<file path="src/rtl/rc5_job_scheduler.sv">
// Job sequencer for the RC5 datapath: accepts host jobs, expands the key only when the key RAM
// changed, grants the S-table to one engine at a time and returns results to the host.
module rc5_job_scheduler #(
  parameter int unsigned W       = 32,
  parameter int unsigned SETTLE  = 2,
  parameter int unsigned TIMEOUT = 1023,
  parameter int unsigned TO_BITS = $clog2(TIMEOUT + 1)
) (
  input  logic         clk,
  input  logic         rst,
  input  logic         iReqValid,
  output logic         oReqReady,
  input  logic         iReqDecrypt,
  input  logic [W-1:0] iReqA,
  input  logic [W-1:0] iReqB,
  input  logic         iKeyWen,
  output logic         oExpandStart,
  input  logic         iKeyExpanderDone,
  output logic         oStartCipher,
  output logic         oStartDecipher,
  output logic [W-1:0] oA,
  output logic [W-1:0] oB,
  input  logic         iDoneCipher,
  input  logic         iDoneDecipher,
  input  logic [W-1:0] iCipherA,
  input  logic [W-1:0] iCipherB,
  input  logic [W-1:0] iDecipherA,
  input  logic [W-1:0] iDecipherB,
  output logic         oRspValid,
  input  logic         iRspReady,
  output logic [W-1:0] oRspA,
  output logic [W-1:0] oRspB,
  output logic         oRspDecrypt,
  output logic         oRspError,
  output logic         oBusy
);

  localparam logic [2:0] StIdle   = 3'd0;
  localparam logic [2:0] StExpand = 3'd1;
  localparam logic [2:0] StSettle = 3'd2;
  localparam logic [2:0] StRun    = 3'd3;
  localparam logic [2:0] StResp   = 3'd4;

  localparam int unsigned SettleBits = (SETTLE > 1) ? $clog2(SETTLE) : 1;
  localparam logic [SettleBits-1:0] SettleLast = SettleBits'((SETTLE > 0) ? SETTLE - 1 : 0);
  localparam logic [TO_BITS-1:0] TimeoutLast = TO_BITS'(TIMEOUT - 1);

  logic [2:0]            state_q, state_d;
  logic                  job_dec_q, job_dec_d;
  logic [W-1:0]          op_a_q, op_a_d;
  logic [W-1:0]          op_b_q, op_b_d;
  logic [W-1:0]          rsp_a_q, rsp_a_d;
  logic [W-1:0]          rsp_b_q, rsp_b_d;
  logic                  rsp_err_q, rsp_err_d;
  logic                  rsp_valid_q, rsp_valid_d;
  logic [TO_BITS-1:0]    to_cnt_q, to_cnt_d;
  logic [SettleBits-1:0] settle_cnt_q, settle_cnt_d;
  logic                  key_valid_q, key_valid_d;
  logic                  key_wr_q, key_wr_d;
  logic                  expanded_q, expanded_d;
  logic                  req_ready_q, req_ready_d;
  logic                  expand_start_q, expand_start_d;
  logic                  start_ci_q, start_ci_d;
  logic                  start_de_q, start_de_d;
  logic                  busy_q, busy_d;
  logic                  eng_done;

  always_comb begin
    state_d      = state_q;
    job_dec_d    = job_dec_q;
    op_a_d       = op_a_q;
    op_b_d       = op_b_q;
    rsp_a_d      = rsp_a_q;
    rsp_b_d      = rsp_b_q;
    rsp_err_d    = rsp_err_q;
    to_cnt_d     = to_cnt_q;
    settle_cnt_d = settle_cnt_q;
    expanded_d   = expanded_q;
    key_valid_d  = key_valid_q;
    // Remembers a key write since the job started so an expansion that raced it is not trusted.
    key_wr_d     = key_wr_q | iKeyWen;
    eng_done     = job_dec_q ? iDoneDecipher : iDoneCipher;

    unique case (state_q)
      StIdle: begin
        if (iReqValid && req_ready_q) begin
          job_dec_d  = iReqDecrypt;
          op_a_d     = iReqA;
          op_b_d     = iReqB;
          key_wr_d   = 1'b0;
          expanded_d = 1'b0;
          if (key_valid_q && !iKeyWen) begin
            if (SETTLE == 0) begin
              state_d  = StRun;
              to_cnt_d = '0;
            end else begin
              state_d      = StSettle;
              settle_cnt_d = '0;
            end
          end else begin
            state_d  = StExpand;
            to_cnt_d = '0;
          end
        end
      end

      StExpand: begin
        to_cnt_d = to_cnt_q + TO_BITS'(1);
        if (iKeyExpanderDone) begin
          key_valid_d = !(key_wr_q || iKeyWen);
          expanded_d  = 1'b1;
          if (SETTLE == 0) begin
            state_d  = StRun;
            to_cnt_d = '0;
          end else begin
            state_d      = StSettle;
            settle_cnt_d = '0;
          end
        end else if (to_cnt_q == TimeoutLast) begin
          state_d   = StResp;
          rsp_a_d   = '0;
          rsp_b_d   = '0;
          rsp_err_d = 1'b1;
        end
      end

      StSettle: begin
        if (settle_cnt_q == SettleLast) begin
          state_d  = StRun;
          to_cnt_d = '0;
        end else begin
          settle_cnt_d = settle_cnt_q + SettleBits'(1);
        end
      end

      StRun: begin
        to_cnt_d = to_cnt_q + TO_BITS'(1);
        if (eng_done) begin
          state_d   = StResp;
          rsp_a_d   = job_dec_q ? iDecipherA : iCipherA;
          rsp_b_d   = job_dec_q ? iDecipherB : iCipherB;
          rsp_err_d = 1'b0;
        end else if (to_cnt_q == TimeoutLast) begin
          state_d   = StResp;
          rsp_a_d   = '0;
          rsp_b_d   = '0;
          rsp_err_d = 1'b1;
        end
      end

      StResp: begin
        if (iRspReady) begin
          state_d = StIdle;
        end
      end

      default: state_d = StIdle;
    endcase

    if (iKeyWen) begin
      key_valid_d = 1'b0;
    end

    // Outputs are registered copies of what the next state implies.
    req_ready_d    = (state_d == StIdle);
    busy_d         = (state_d != StIdle);
    rsp_valid_d    = (state_d == StResp);
    expand_start_d = (state_d == StExpand) || ((state_d == StSettle) && expanded_d);
    start_ci_d     = (state_d == StRun) && !job_dec_d;
    start_de_d     = (state_d == StRun) && job_dec_d;
  end

  always_ff @(posedge clk) begin
    if (rst) begin
      state_q        <= StIdle;
      job_dec_q      <= 1'b0;
      op_a_q         <= '0;
      op_b_q         <= '0;
      rsp_a_q        <= '0;
      rsp_b_q        <= '0;
      rsp_err_q      <= 1'b0;
      rsp_valid_q    <= 1'b0;
      to_cnt_q       <= '0;
      settle_cnt_q   <= '0;
      key_valid_q    <= 1'b0;
      key_wr_q       <= 1'b0;
      expanded_q     <= 1'b0;
      req_ready_q    <= 1'b1;
      expand_start_q <= 1'b0;
      start_ci_q     <= 1'b0;
      start_de_q     <= 1'b0;
      busy_q         <= 1'b0;
    end else begin
      state_q        <= state_d;
      job_dec_q      <= job_dec_d;
      op_a_q         <= op_a_d;
      op_b_q         <= op_b_d;
      rsp_a_q        <= rsp_a_d;
      rsp_b_q        <= rsp_b_d;
      rsp_err_q      <= rsp_err_d;
      rsp_valid_q    <= rsp_valid_d;
      to_cnt_q       <= to_cnt_d;
      settle_cnt_q   <= settle_cnt_d;
      key_valid_q    <= key_valid_d;
      key_wr_q       <= key_wr_d;
      expanded_q     <= expanded_d;
      req_ready_q    <= req_ready_d;
      expand_start_q <= expand_start_d;
      start_ci_q     <= start_ci_d;
      start_de_q     <= start_de_d;
      busy_q         <= busy_d;
    end
  end

  assign oReqReady      = req_ready_q;
  assign oExpandStart   = expand_start_q;
  assign oStartCipher   = start_ci_q;
  assign oStartDecipher = start_de_q;
  assign oA             = op_a_q;
  assign oB             = op_b_q;
  assign oRspValid      = rsp_valid_q;
  assign oRspA          = rsp_a_q;
  assign oRspB          = rsp_b_q;
  assign oRspDecrypt    = job_dec_q;
  assign oRspError      = rsp_err_q;
  assign oBusy          = busy_q;

  // Only one agent may own the S-table port at a time.
  mutex_starts: assert property (@(posedge clk) disable iff (rst)
    $onehot0({expand_start_q, start_ci_q, start_de_q}));

endmodule

</file>
<file path="config.mk">
export PLATFORM = sky130hd
export DESIGN_NAME = rc5_job_scheduler
export DESIGN_NICKNAME = d
export VERILOG_FILES = /design/src/rtl/rc5_job_scheduler.sv
export SDC_FILE = /design/constraint.sdc
export NUM_CORES = 1
export LEC_CHECK = 0
export ABC_AREA = 1
export CAP_MARGIN = 25
export CORE_MARGIN = 2
export CORE_UTILIZATION = 35
export DETAILED_ROUTE_END_ITERATION = 6
export GPL_TIMING_DRIVEN = 0
export HOLD_SLACK_MARGIN = 0.02
export PLACE_DENSITY = 0.83
export SETUP_SLACK_MARGIN = 0.05
export SYNTH_ARGS = -nofsm -noshare
export SYNTH_HDL_FRONTEND = slang
export SYNTH_SLANG_ARGS = --single-unit
</file>
<file path="constraint.sdc">
create_clock -name clk -period 1.71 [get_ports clk]
set_input_delay 0.342 -clock clk [delete_from_list [all_inputs] [get_ports clk]]
set_output_delay 0.342 -clock clk [all_outputs]
set_load 0.01 [all_outputs]
</file>
==> reports/metrics.yaml <==
cts:
  worst_setup_hold_path_clk_slew_ps: 60
  cts_tree: "done"
  ctsHoldBuffers: 0
  clk_path_buf_depth: 2
  worst_skew_pair.late_latency_ps: 420
  number_of_clock_buffers_inserted_by_tritoncts: 17
  clock-sinks: 153
  cts_root_buf: "sky130_fd_sc_hd__clkbuf_16"
  h_tree_levels: 4
grt:
  gr-total-overflow: 0
  antenna_violations_before_repair: 0
  global_route_wire_length_before_repair_um: 36300
  first_global_vias: 7188
  grt_start_max_net_pins: 17
  grt_util_all_layers_pct: 22.5
timing:
  max_freq_ghz: 0.611
  fin_crit_ps: 1640
  fin_crit_sh_pct: 95.7
  timing.final.max_slew_violations: 0
  worst_slew_pin_slew_ps: 561
  timing.final.setup_violations: 0
  max_slew_margin_pct: 62.6
  hold_violations: 0
  worst_clk_skew_ps: 11.5
  grt_setup_unrepaired: "yes"
  total_negative_slack_for_setup_checks_ps: 0
placement:
  portBuffers: 335
  finalWeightedCongestion: 0.895
  estimated_wirelength_of_the_detail_placed_design_um: 17900
critical_path:
  critPathCapture: "oB[19]"
  number_of_cells_traversed_by_the_worst_register_to_register_path: 8
  start_kind: "register"
  worst_ep_required_time_ps: 1370
  critical_path.slowest_cell: "sky130_fd_sc_hd__clkdlybuf4s50_1"
  reg2reg_setup_slack_ps: 100
  critPathLaunch: "oB[19]"
  worst-endpoint-arrival_ps: 1290
  r2r_end: "oRspA[0]"
  setup.worst_path.class: "reg -> out"
  path_depth: 1
  crit_path_max_fanout: 2
  cp.buffers_inverters: 1
  crit_path_end_kind: "primary output"
  worst_path_dominant_cell_family: "buffers and inverters"
  cp_slowest_stage_delay_ps: 550
  crit_path_cell_trace: "clkdlybuf4s50_1"
  worstReg2RegStart: "to_cnt_q[0]"
logic_synthesis:
  synth_cell_types: 31
  ys.flop_type: "sky130_fd_sc_hd__dfxtp_1"
  count_of_flip_flops_with_a_built_in_enable_after_synthesis: 0
  syn_inst: 955
  synth-simple-area-share_pct: 24.8
  synth_sequential_area_ratio_pct: 45.7
  post_synth_xor_area_fraction_pct: 0.131
  syn-mean-instance-area_um2: 7.01
  share_of_synthesized_flip_flops_with_an_asynchronous_set_or_reset_pct: 0
  synthesized_area_um2: 6700
  yosysWarnings: 0
  seq_cells_post_synth: 153
  syn_nets: 1158
  synth_compound_area_share_pct: 21.1
  synth-adder-area-share_pct: 0.374
  synthMuxAreaShare_pct: 0
  synth_top_family_by_area: "simple AND/OR/NAND/NOR gates"
power:
  vdd_ir_drop_max_mv: 0.628
  total_power_mw: 9.31
  total_leakage_power_nw: 6.04
  power.density_nw_per_um2: 839
die:
  die_h_um: 142
  count_of_standard_cell_rows: 50
  io-pin-count: 337
  die_width_um: 142
  die-area_um2: 20300
  floorplan.initialDensity_pct: 35.7
  core_region_area_um2: 18800
route:
  via_count: 7590
  viasPerCell: 4.87
  wl_um: 23500
  drc: 0
  wl_per_cell_um: 15.1
  drtPass1Iterations: 5
  drtAntennaViolNets: 0
  drt_iter0_markers: 314
cells_and_area:
  sequential_cell_area_um2: 3070
  multi_input_area_um2: 3150
  final_layout_size_suffix_gt1_share_pct: 8.76
  fillers: 1696
  fin_nets: 1514
  final_cell_mix: "240 x sky130_fd_sc_hd__nand2_1, 211 x sky130_fd_sc_hd__clkdlybuf4s50_1, 149 x sky130_fd_sc_hd__dfxtp_1"
  num_antenna_cells: 0
  finish.utilization_pct: 59.2
  area.growth.synth_to_final_pct: 65.8
  commonest_non_fill_non_tap_cell_in_the_layout: "sky130_fd_sc_hd__nand2_1"
flow_run:
  max-cap-violations: 0
run_status:
  status: "completed"
worst_hold_path:
  holdCritPathClass: "reg -> reg"
==> sequential cells by signal, summed over array words and instances, names as in the netlist <==
name	count
oRspA	32
oBusy	1
key_valid_q	1
oExpandStart	1
state_q	3
oReqReady	1
oRspError	1
oRspDecrypt	1
oB	32
oStartCipher	1
settle_cnt_q	1
key_wr_q	1
oStartDecipher	1
oRspB	32
expanded_q	1
oRspValid	1
to_cnt_q	10
oA	32
==> per-layer routing <==
layer	up-vias	track usage, %	wire length [um]
met4	0	7.09	595
met1	3418	25.4	9350
li1	3836	-	-
met3	37	7.30	1910
met5	-	0	0
met2	299	40.4	11700
==> worst reg2reg max path: stages (launching register included) <==
cell	delay, ps
sky130_fd_sc_hd__dfxtp_2	360
sky130_fd_sc_hd__inv_1	100
sky130_fd_sc_hd__ha_1	160
sky130_fd_sc_hd__nand3_1	120
sky130_fd_sc_hd__nor2_4	190
sky130_fd_sc_hd__nand3_4	170
sky130_fd_sc_hd__buf_4	240
sky130_fd_sc_hd__nand2_1	90
sky130_fd_sc_hd__a21oi_1	60
==> cell type report <==
type	count	area share (%)
tap	234	2.64
timing repair buffer	337	31.1
buffer	74	4.19
clock buffer	17	3.83
multi-input combinational	703	28.4
inverter	25	0.845
clock inverter	15	1.37
sequential	153	27.6
==> synth_stat cells (3+ instances only) <==
| library cell | n | area share (%) |
|---|---|---|
| sky130_fd_sc_hd__clkbuf_1 | 23 | 1.3 |
| sky130_fd_sc_hd__o21ai_0 | 112 | 8.4 |
| sky130_fd_sc_hd__nand3_1 | 18 | 1.3 |
| sky130_fd_sc_hd__nor2_2 | 3 | 0.28 |
| sky130_fd_sc_hd__nor3_1 | 3 | 0.22 |
| sky130_fd_sc_hd__nor2_1 | 140 | 7.8 |
| sky130_fd_sc_hd__nand4_1 | 3 | 0.28 |
| sky130_fd_sc_hd__buf_6 | 11 | 1.8 |
| sky130_fd_sc_hd__inv_1 | 23 | 1.3 |
| sky130_fd_sc_hd__dfxtp_1 | 153 | 46 |
| sky130_fd_sc_hd__a21oi_1 | 145 | 11 |
| sky130_fd_sc_hd__buf_2 | 28 | 2.1 |
| sky130_fd_sc_hd__o21ai_1 | 18 | 1.3 |
| sky130_fd_sc_hd__nand2_1 | 243 | 14 |
| sky130_fd_sc_hd__buf_4 | 7 | 0.78 |
| sky130_fd_sc_hd__or2_2 | 4 | 0.37 |
==> worst min-delay path by stage <==
stage	startpoint	end	slack [ps]	cells after the start
6_report	key_wr_q	key_valid_q	450	1
5_1_grt	key_wr_q	key_valid_q	460	1
4_1_cts	iReqA[1]	oA[1]	460	3
3_5_place_dp	key_wr_q	key_valid_q	450	1
3_3_place_gp	key_wr_q	key_valid_q	420	1
2_1_floorplan	key_wr_q	key_valid_q	410	1
==> repair_timing <==
action                                  in CTS  in global routing
buffers inserted                             0                  2
resized for setup                           64                100
endpoints found under the setup margin     120                146
pin swaps                                    0                  2
==> cells by family (layout without fill, tap and decap cells) <==
| family | after synthesis | after routing |
|---|---|---|
| flops | 153 | 153 |
| simple gates | 420 | 420 |
| xor+xnor | 1 | 1 |
| compound gates | 280 | 280 |
| buf+inv | 99 | 468 |
| fa+ha+maj | 2 | 2 |
==> where the power goes <==
group	total, mW	internal (mW)	switching (mW)
clock	3.71	2.06	1.65
combinational	1.75	0.895	0.856
sequential	3.85	3.75	0.0938
total	9.31	6.71	2.60
==> per-stage QoR <==
step	setup WS, ps	cell area (um^2)	hold slack (ps)	cells
final	73.5	11100	452	1558
after global routing	-0.0184	11100	457	1558
after CTS	50.2	10900	456	1556
after detailed placement	-303	10300	449	1524
after global placement	-320	10300	422	1524
after floorplan	310	6700	415	955
No activity file was read; power rests on OpenSTA's default activity.
